## src/rtl/j68_useq.sv

```systemverilog
`default_nettype none
//============================================================================
// Module   : j68_useq
// Purpose  : Microcode sequencer for the J68 core. Computes the next
//            microcode ROM address from the current micro-instruction, the
//            branch decision, the decode ROM entry point and the exception
//            request. Provides a circular return stack and a loop counter.
// Ports    : clk, rst_n     - clock, asynchronous active-low reset
//            ena           - clock enable, low freezes all state
//            inst_in       - micro-instruction at upc
//            branch        - condition result from the test unit
//            dec_addr      - decode-ROM dispatch address
//            bus_ack       - bus cycle complete (releases WAIT)
//            exc_req       - exception request, exc_addr its handler
//            upc           - registered microcode address
//            upc_nxt       - combinational next address (sync ROM address)
//            exc_ack       - one-cycle exception-accepted pulse
//            stk_err       - sticky return-stack overflow/underflow
//            lp_cnt        - loop counter
// Revision : 1.0 - initial release
//============================================================================
module j68_useq #(
    parameter int               UPC_W     = 11,
    parameter int               STK_DEPTH = 8,
    parameter logic [UPC_W-1:0] RST_ADDR  = '0
) (
    input  logic             clk,
    input  logic             rst_n,
    input  logic             ena,
    input  logic [19:0]      inst_in,
    input  logic             branch,
    input  logic [UPC_W-1:0] dec_addr,
    input  logic             bus_ack,
    input  logic             exc_req,
    input  logic [UPC_W-1:0] exc_addr,
    output logic [UPC_W-1:0] upc,
    output logic [UPC_W-1:0] upc_nxt,
    output logic             exc_ack,
    output logic             stk_err,
    output logic [5:0]       lp_cnt
);

    localparam int               SP_W   = $clog2(STK_DEPTH);
    localparam int               CNT_W  = SP_W + 1;
    localparam logic [CNT_W-1:0] C_FULL = CNT_W'(STK_DEPTH);

    localparam logic [2:0] OP_NEXT = 3'd0;
    localparam logic [2:0] OP_JMP  = 3'd1;
    localparam logic [2:0] OP_CALL = 3'd2;
    localparam logic [2:0] OP_RET  = 3'd3;
    localparam logic [2:0] OP_DISP = 3'd4;
    localparam logic [2:0] OP_LOOP = 3'd5;
    localparam logic [2:0] OP_WAIT = 3'd6;

    logic [UPC_W-1:0] upc_q, upc_d;
    logic [SP_W-1:0]  top_q, top_d;     // slot the next push writes
    logic [CNT_W-1:0] cnt_q, cnt_d;     // number of valid entries
    logic [5:0]       lp_cnt_q, lp_cnt_d;
    logic             exc_ack_q, exc_ack_d;
    logic             stk_err_q, stk_err_d;
    logic [UPC_W-1:0] stk_q [STK_DEPTH];

    logic [2:0]       op;
    logic             ld;
    logic [UPC_W-1:0] tgt;
    logic [UPC_W-1:0] upc_inc;
    logic [SP_W-1:0]  top_m1;
    logic             exc_take;
    logic             push;
    logic             unused_tst;

    assign op      = inst_in[19:17];
    assign ld      = inst_in[16];
    assign tgt     = inst_in[UPC_W-1:0];
    assign upc_inc = upc_q + 1'b1;
    assign top_m1  = top_q - 1'b1;

    // Condition-select bits belong to the test unit; only branch is used here.
    assign unused_tst = ^inst_in[15:11];

    // A WAIT in progress can only be interrupted on its bus_ack cycle.
    assign exc_take = exc_req & ~((op == OP_WAIT) & ~bus_ack);

    always_comb begin
        upc_d     = upc_q;
        top_d     = top_q;
        cnt_d     = cnt_q;
        lp_cnt_d  = lp_cnt_q;
        exc_ack_d = exc_ack_q;
        stk_err_d = stk_err_q;
        push      = 1'b0;
        if (ena) begin
            exc_ack_d = 1'b0;
            if (exc_take) begin
                upc_d     = exc_addr;
                cnt_d     = '0;
                lp_cnt_d  = '0;
                exc_ack_d = 1'b1;
            end else begin
                case (op)
                    OP_NEXT: begin
                        upc_d = upc_inc;
                        if (ld) begin
                            lp_cnt_d = inst_in[5:0];
                        end
                    end
                    OP_JMP: begin
                        upc_d = branch ? tgt : upc_inc;
                    end
                    OP_CALL: begin
                        if (branch) begin
                            push  = 1'b1;
                            upc_d = tgt;
                            top_d = top_q + 1'b1;
                            // Full stack: the write lands on the oldest slot.
                            if (cnt_q == C_FULL) begin
                                stk_err_d = 1'b1;
                            end else begin
                                cnt_d = cnt_q + 1'b1;
                            end
                        end else begin
                            upc_d = upc_inc;
                        end
                    end
                    OP_RET: begin
                        if (cnt_q == '0) begin
                            upc_d     = RST_ADDR;
                            stk_err_d = 1'b1;
                        end else begin
                            upc_d = stk_q[top_m1];
                            top_d = top_m1;
                            cnt_d = cnt_q - 1'b1;
                        end
                    end
                    OP_DISP: begin
                        upc_d = dec_addr;
                    end
                    OP_LOOP: begin
                        if (lp_cnt_q != 6'd0) begin
                            lp_cnt_d = lp_cnt_q - 6'd1;
                            upc_d    = tgt;
                        end else begin
                            upc_d = upc_inc;
                        end
                    end
                    OP_WAIT: begin
                        if (bus_ack) begin
                            upc_d = upc_inc;
                        end
                    end
                    default: begin  // TRAP
                        upc_d     = exc_addr;
                        exc_ack_d = 1'b1;
                    end
                endcase
            end
        end
    end

    // The ROM read address follows reset immediately.
    assign upc_nxt = rst_n ? upc_d : RST_ADDR;

    always_ff @(posedge clk or negedge rst_n) begin
        if (!rst_n) begin
            upc_q     <= RST_ADDR;
            top_q     <= '0;
            cnt_q     <= '0;
            lp_cnt_q  <= '0;
            exc_ack_q <= 1'b0;
            stk_err_q <= 1'b0;
        end else begin
            upc_q     <= upc_d;
            top_q     <= top_d;
            cnt_q     <= cnt_d;
            lp_cnt_q  <= lp_cnt_d;
            exc_ack_q <= exc_ack_d;
            stk_err_q <= stk_err_d;
        end
    end

    always_ff @(posedge clk or negedge rst_n) begin
        if (!rst_n) begin
            for (int i = 0; i < STK_DEPTH; i++) begin
                stk_q[i] <= '0;
            end
        end else if (push) begin
            stk_q[top_q] <= upc_inc;
        end
    end

    assign upc     = upc_q;
    assign exc_ack = exc_ack_q;
    assign stk_err = stk_err_q;
    assign lp_cnt  = lp_cnt_q;

endmodule
`default_nettype wire
```

## config.mk

```make
export PLATFORM = sky130hd
export DESIGN_NAME = j68_useq
export DESIGN_NICKNAME = d
export VERILOG_FILES = /design/src/rtl/j68_useq.sv
export SDC_FILE = /design/constraint.sdc
export NUM_CORES = 1
export LEC_CHECK = 0
export BUFFER_PORTS_ARGS = -buffer_cell sky130_fd_sc_hd__buf_2
export CAP_MARGIN = 15
export CORE_ASPECT_RATIO = 2
export CORE_UTILIZATION = 60
export DETAILED_ROUTE_END_ITERATION = 8
export GPL_TIMING_DRIVEN = 0
export HOLD_SLACK_MARGIN = 0.15
export PLACE_DENSITY = 0.79
export SYNTH_ARGS = -nofsm -noshare
export SYNTH_HDL_FRONTEND = slang
export SYNTH_SLANG_ARGS = --single-unit
```

## constraint.sdc

```tcl
create_clock -name clk -period 7.3 [get_ports clk]
set_clock_uncertainty 0.05 [all_clocks]
set_input_delay 0.365 -clock clk [delete_from_list [all_inputs] [get_ports clk]]
set_output_delay 0.365 -clock clk [all_outputs]
set_load 0.03 [all_outputs]
```

* Yosys cells after proc, flatten, opt, wreduce, memory -nomap -nowiden
Cells that the tools add are included.
** Storage, ports and cells
- Register bits after elaboration :: 114
- Logic and storage cells :: 95
- Bits of input ports :: 48
- Output and inout bits :: 30
** Cells by class
- Reduce and logical (&&, ||, !) cells :: 13
- Bitwise operators :: 7
- Add/subtract/negate cells :: 6
- Magnitude comparators :: 3
- Eq/ne operators :: 16
- Mux-type cells :: 36
** Operators by type and width (number)
- 11-bit 2-to-1 mux :: 10
- 88-bit bitwise mux :: 1
- 11-bit case mux with 6 select lines :: 1
- 11-bit binary-select mux with 3-bit select :: 1
- 11-bit demux with 3-bit select :: 1
- 6-bit 2-to-1 mux :: 3
- 4-bit 2-to-1 mux :: 4
- 3-bit != test (second input constant) :: 5
- 6-bit case mux with 2 select lines :: 1
- 11-bit by 1-bit adder with 11-bit output (second input constant) :: 1
- 5-bit AND reduction :: 2
- 3-bit == test (second input constant) :: 3
- 1-bit 2-to-1 mux :: 9
- 4-bit >= comparator (second input constant) :: 2
- 2-bit != test (second input constant) :: 4
- 3-bit inverter with 4-bit output :: 2
- 4-bit case mux with 2 select lines :: 1
- 7-bit OR reduction :: 1
- 3-bit by 2-bit == test with 1-bit output (second input constant) :: 2
- 3-bit 2-to-1 mux :: 2
- 3-bit case mux with 2 select lines :: 1
- 6-bit AND reduction :: 1
- 3-bit nonzero test :: 2
- 6-bit nonzero test :: 1
- other kinds (17) :: 20

* Depth between registers and ports, before layout
- Word-level depth :: 10
- Depth in mapped cells :: 10
- Depth with buffers taken out :: 8

* Least setup slack after synthesis
OpenSTA, ideal clock, no wires.
- Path type :: register to output
- Start :: register top_q[0]
- End :: output upc_nxt[2]
- Data arrival time :: 2.816 ns
- Setup slack :: 4.069 ns
- Required time :: 6.885 ns
- Stages on the path, launching flop included :: 10
- Path through :: dfrtp_1 > buf_4 > buf_4 > inv_1 > ha_1 > buf_2 > buf_2 > mux4_2 > a22oi_1 > a311oi_1
** On the way
- Cells in the longest elaborated chain, start to end :: 10
** Ends and longest elaborated chain
- start, declared :: RTL line 56 : logic [SP_W-1:0] top_q, top_d;
- start signal, assigned :: RTL line 173 : top_q <= top_d;
- 3-bit by 1-bit subtractor with 3-bit output :: RTL line 76 : assign top_m1 = top_q - 1'b1;
- net top_m1[0] :: RTL line 67 : logic [SP_W-1:0] top_m1;
- 3-bit inverter with 4-bit output (implied by the code) :: RTL line 130 : upc_d = stk_q[top_m1];
- 11-bit binary-select mux with 3-bit select :: RTL line 130
- 11-bit 2-to-1 mux (implied by the code) (2 in series) :: RTL line 130
- 11-bit 2-to-1 mux :: RTL line 126 : if (cnt_q == '0) begin
- 11-bit case mux with 6 select lines :: RTL line 100 : case (op)
- 11-bit 2-to-1 mux :: RTL line 94 : if (exc_take) begin
- 11-bit 2-to-1 mux :: RTL line 92 : if (ena) begin
- 11-bit 2-to-1 mux :: RTL line 161 : assign upc_nxt = rst_n ? upc_d : RST_ADDR;
- end, declared :: RTL line 37 : output logic [UPC_W-1:0] upc_nxt,
The timed path passes the listed nets, and every way through them passes these cells. The select of a mux whose other input is x is not followed.

* Worst setup path in the final report
- Start :: register top_q[0]
- End :: output upc_nxt[6]
Same word-level chain as after synthesis.

==> summary.txt <==
Comb pwr share -> 0.280
clock tree buffer depth -> 2
starting density of the core -> 0.625
crit-path max cell delay -> 510 ps
row cnt -> 52
net count after synthesis -> 681
async set-or-reset flop fraction in the synthesized netlist -> 1.00
Pleak -> 0.00343 uW
Syn Inst Count -> 625
core area -> 10200 um^2
Hold Crit Class -> input port to flip-flop
CP max FO -> 10
HPWL Detailed -> 13.9 mm
# DRC -> 0
Die Y -> 148 um
met3 usage -> 0.121
initial antenna violation count -> 0
Pre-Repair DR Iteration Count -> 5
Tmin final -> 4090 ps
Final Hold Viols -> 0
Top FF cell, synth -> dfrtp_1
nature of the critical path endpoint -> primary output
area grow syn2layout -> 18.6%
CP Cell Sequence -> buf_4 -> buf_4 -> inv_1 -> ha_1 -> buf_2 -> buf_2 -> mux4_2 -> a22oi_1 -> a311oi_1 -> buf_2
Tcrit/Tclk final -> 0.560
Layout Cells excl Fill -> 865
Worst Max-Slew Pin Slew -> 860 ps
NetSw -> 741 uW
dpl ws -> 3800 ps
Peak VDD IR -> 0.000253 V
DRT antenna net count -> 0
Post-synth top cells -> 114 x dfrtp_1, 60 x nand2_1, 57 x o21ai_0
setup TNS -> 0 ps
count of pins over their slew limit -> 0
ANT cells -> 0
placed cell area -> 6930 um^2
largest net degree at the start of global routing -> 73
minimum hold slack -> 241 ps
delay-heaviest family, CP -> buffers and inverters
Ys Warns -> 0
Slew HR -> 0.422
Net Sw Frac -> 0.324
Synth top area share -> 0.447
I/O Pins -> 78
sequential power share -> 0.339
Post-CTS Resized -> 0
Cells after DPL -> 832
power per cell area -> 302 nW/um^2
RSZ-0062 raised after global routing -> false
critical path type -> flip-flop to primary output
grt total ovfl -> 0
sequential share of the synthesized area -> 0.447
Clock Latency Late Sink -> 420 ps
clock sinks -> 114
Setup WS post-layout -> 3210 ps
fin nets -> 773
# Post-CTS Setup Buffers -> 0
CP Data Arrival Time -> 3670 ps
largest cells by area after synthesis -> dfrtp_1 45%, mux4_2 7.8%, o21ai_0 4.5%, a21oi_1 4.3%, nand2_1 3.5%
P_int -> 1540 uW
routed vias/inst -> 6.47
DIE AREA -> 11100 um^2
CP Buf/Inv Count -> 6
total track usage -> 0.371
Starting DRT DRC Count -> 470
met1 GRT Util -> 0.338
GR Util met2 -> 0.627
CTS H-Tree Depth -> 4
outcome -> finished clean
CTS tree -> built
Yosys reg bits -> 114
f_max -> 0.245 GHz
CTS Buf Count -> 17
Routed WL per cell -> 22.0 um
root buffer cell -> clkbuf_16
Worst setup SP type -> flip-flop
distinct cell type count after synthesis -> 70
post-synthesis average cell area -> 10.2 um^2
Post-CTS Hold Fix Bufs -> 1
final weighted congestion in routability-driven placement -> 0.955
Die Width -> 74.9 um
most used cell, CP -> buf_2
post-route cell area -> 7570 um^2
Final setup viols -> 0
Worst path slowest cell -> a311oi_1
share of cells above drive strength 1 -> 0.247
total wire length -> 19.0 mm
max-cap viol count -> 0
Port Buffers -> 71
Worst-path clk slew -> 50 ps
Clock Power Share -> 0.381
first-pass GRT wire length -> 29.5 mm
Post-synth EDFFs -> 0
dominant cell type by area after synthesis -> dfrtp_1
CP required -> 6880 ps
Most Used Layer, Global Route -> met2
vias in the first global route -> 5964
via count -> 5597
Post-Syn Area -> 6380 um^2
count leader, synth -> dfrtp_1
[final cells by class]
type                       count  area [um^2]
fill                         708         2650
clock buffer                  23          468
timing repair buffer          73          395
inverter                      21         78.8
multi-input combinational    451         3250
tap                          135          169
sequential                   114         2850
buffer                        39          198
clock inverter                 9          154
[layout by cell type (no fill, tap or decap), drive strengths merged, types with 6 or more instances in the layout]
cell	synthesis	layout
clkbuf	16	39
a22oi	16	16
mux4	22	22
nand3	15	15
mux2	8	8
xor2	7	7
o21ai	57	57
ha	7	7
a31oi	7	7
nor3	17	17
and2	6	6
nand2	62	62
and3	8	8
a21o	7	7
inv	19	19
a211oi	6	6
dfrtp	114	114
buf	23	95
nor2	56	56
a21oi	56	56
a311oi	7	7
xnor2	12	12
[tightest hold or removal path, stage by stage]
cell and delay, ps:
buf_2 100, a21oi_1 60, o21ai_0 150
[final timing paths]
check	startpoint	to	slack (ps)	cells past startpoint
min in group asynchronous	rst_n	stk_err	450	2
setup / recovery	top_q[0]	upc_nxt[6]	3210	10
max in group asynchronous	rst_n	stk_q[37]	5970	3
setup reg to reg	top_q[0]	upc[8]	4190	10
hold / removal	inst_in[3]	lp_cnt[3]	240	3
hold reg to reg	stk_err	stk_err	410	1
[flip-flops by register name, summed over array words and instances, names as in the netlist]
signal and flops:
top_q 3, cnt_q 4, upc 11, exc_ack 1
stk_q 88, lp_cnt 6, stk_err 1
[power by group through the flow]
stage               sequential, uW  clock, uW  combinational [uW]
floorplan                      796          0                 427
global placement               775          0                 607
detailed placement             780          0                 626
CTS                            771        875                 633
global route                   782        908                 687
finish                         775        872                 639
[through the flow]
stage	total power [uW]	utilization
after floorplan	1220	-
after global placement	1380	0.676
after detailed placement	1410	0.679
after CTS	2280	0.741
after global routing	2380	0.741
final	2290	0.741
[routing by layer]
layer	part of all wire	up-vias
met2	0.53	288
met3	0.069	112
met4	0.082	0
met5	0	-
li1	-	2474
met1	0.32	2723
[kinds of logic after synthesis]
group | Yosys count | synth area share
flip-flops | 114 | 0.447
buffers and inverters | 60 | 0.0433
AO/OA/AOI/OAI | 200 | 0.215
AND/OR/NAND/NOR | 189 | 0.149
adder cells (fa/ha/maj) | 8 | 0.0169
XOR/XNOR | 19 | 0.0284
multiplexers | 35 | 0.0996
Power figures use the tool's default switching activity.
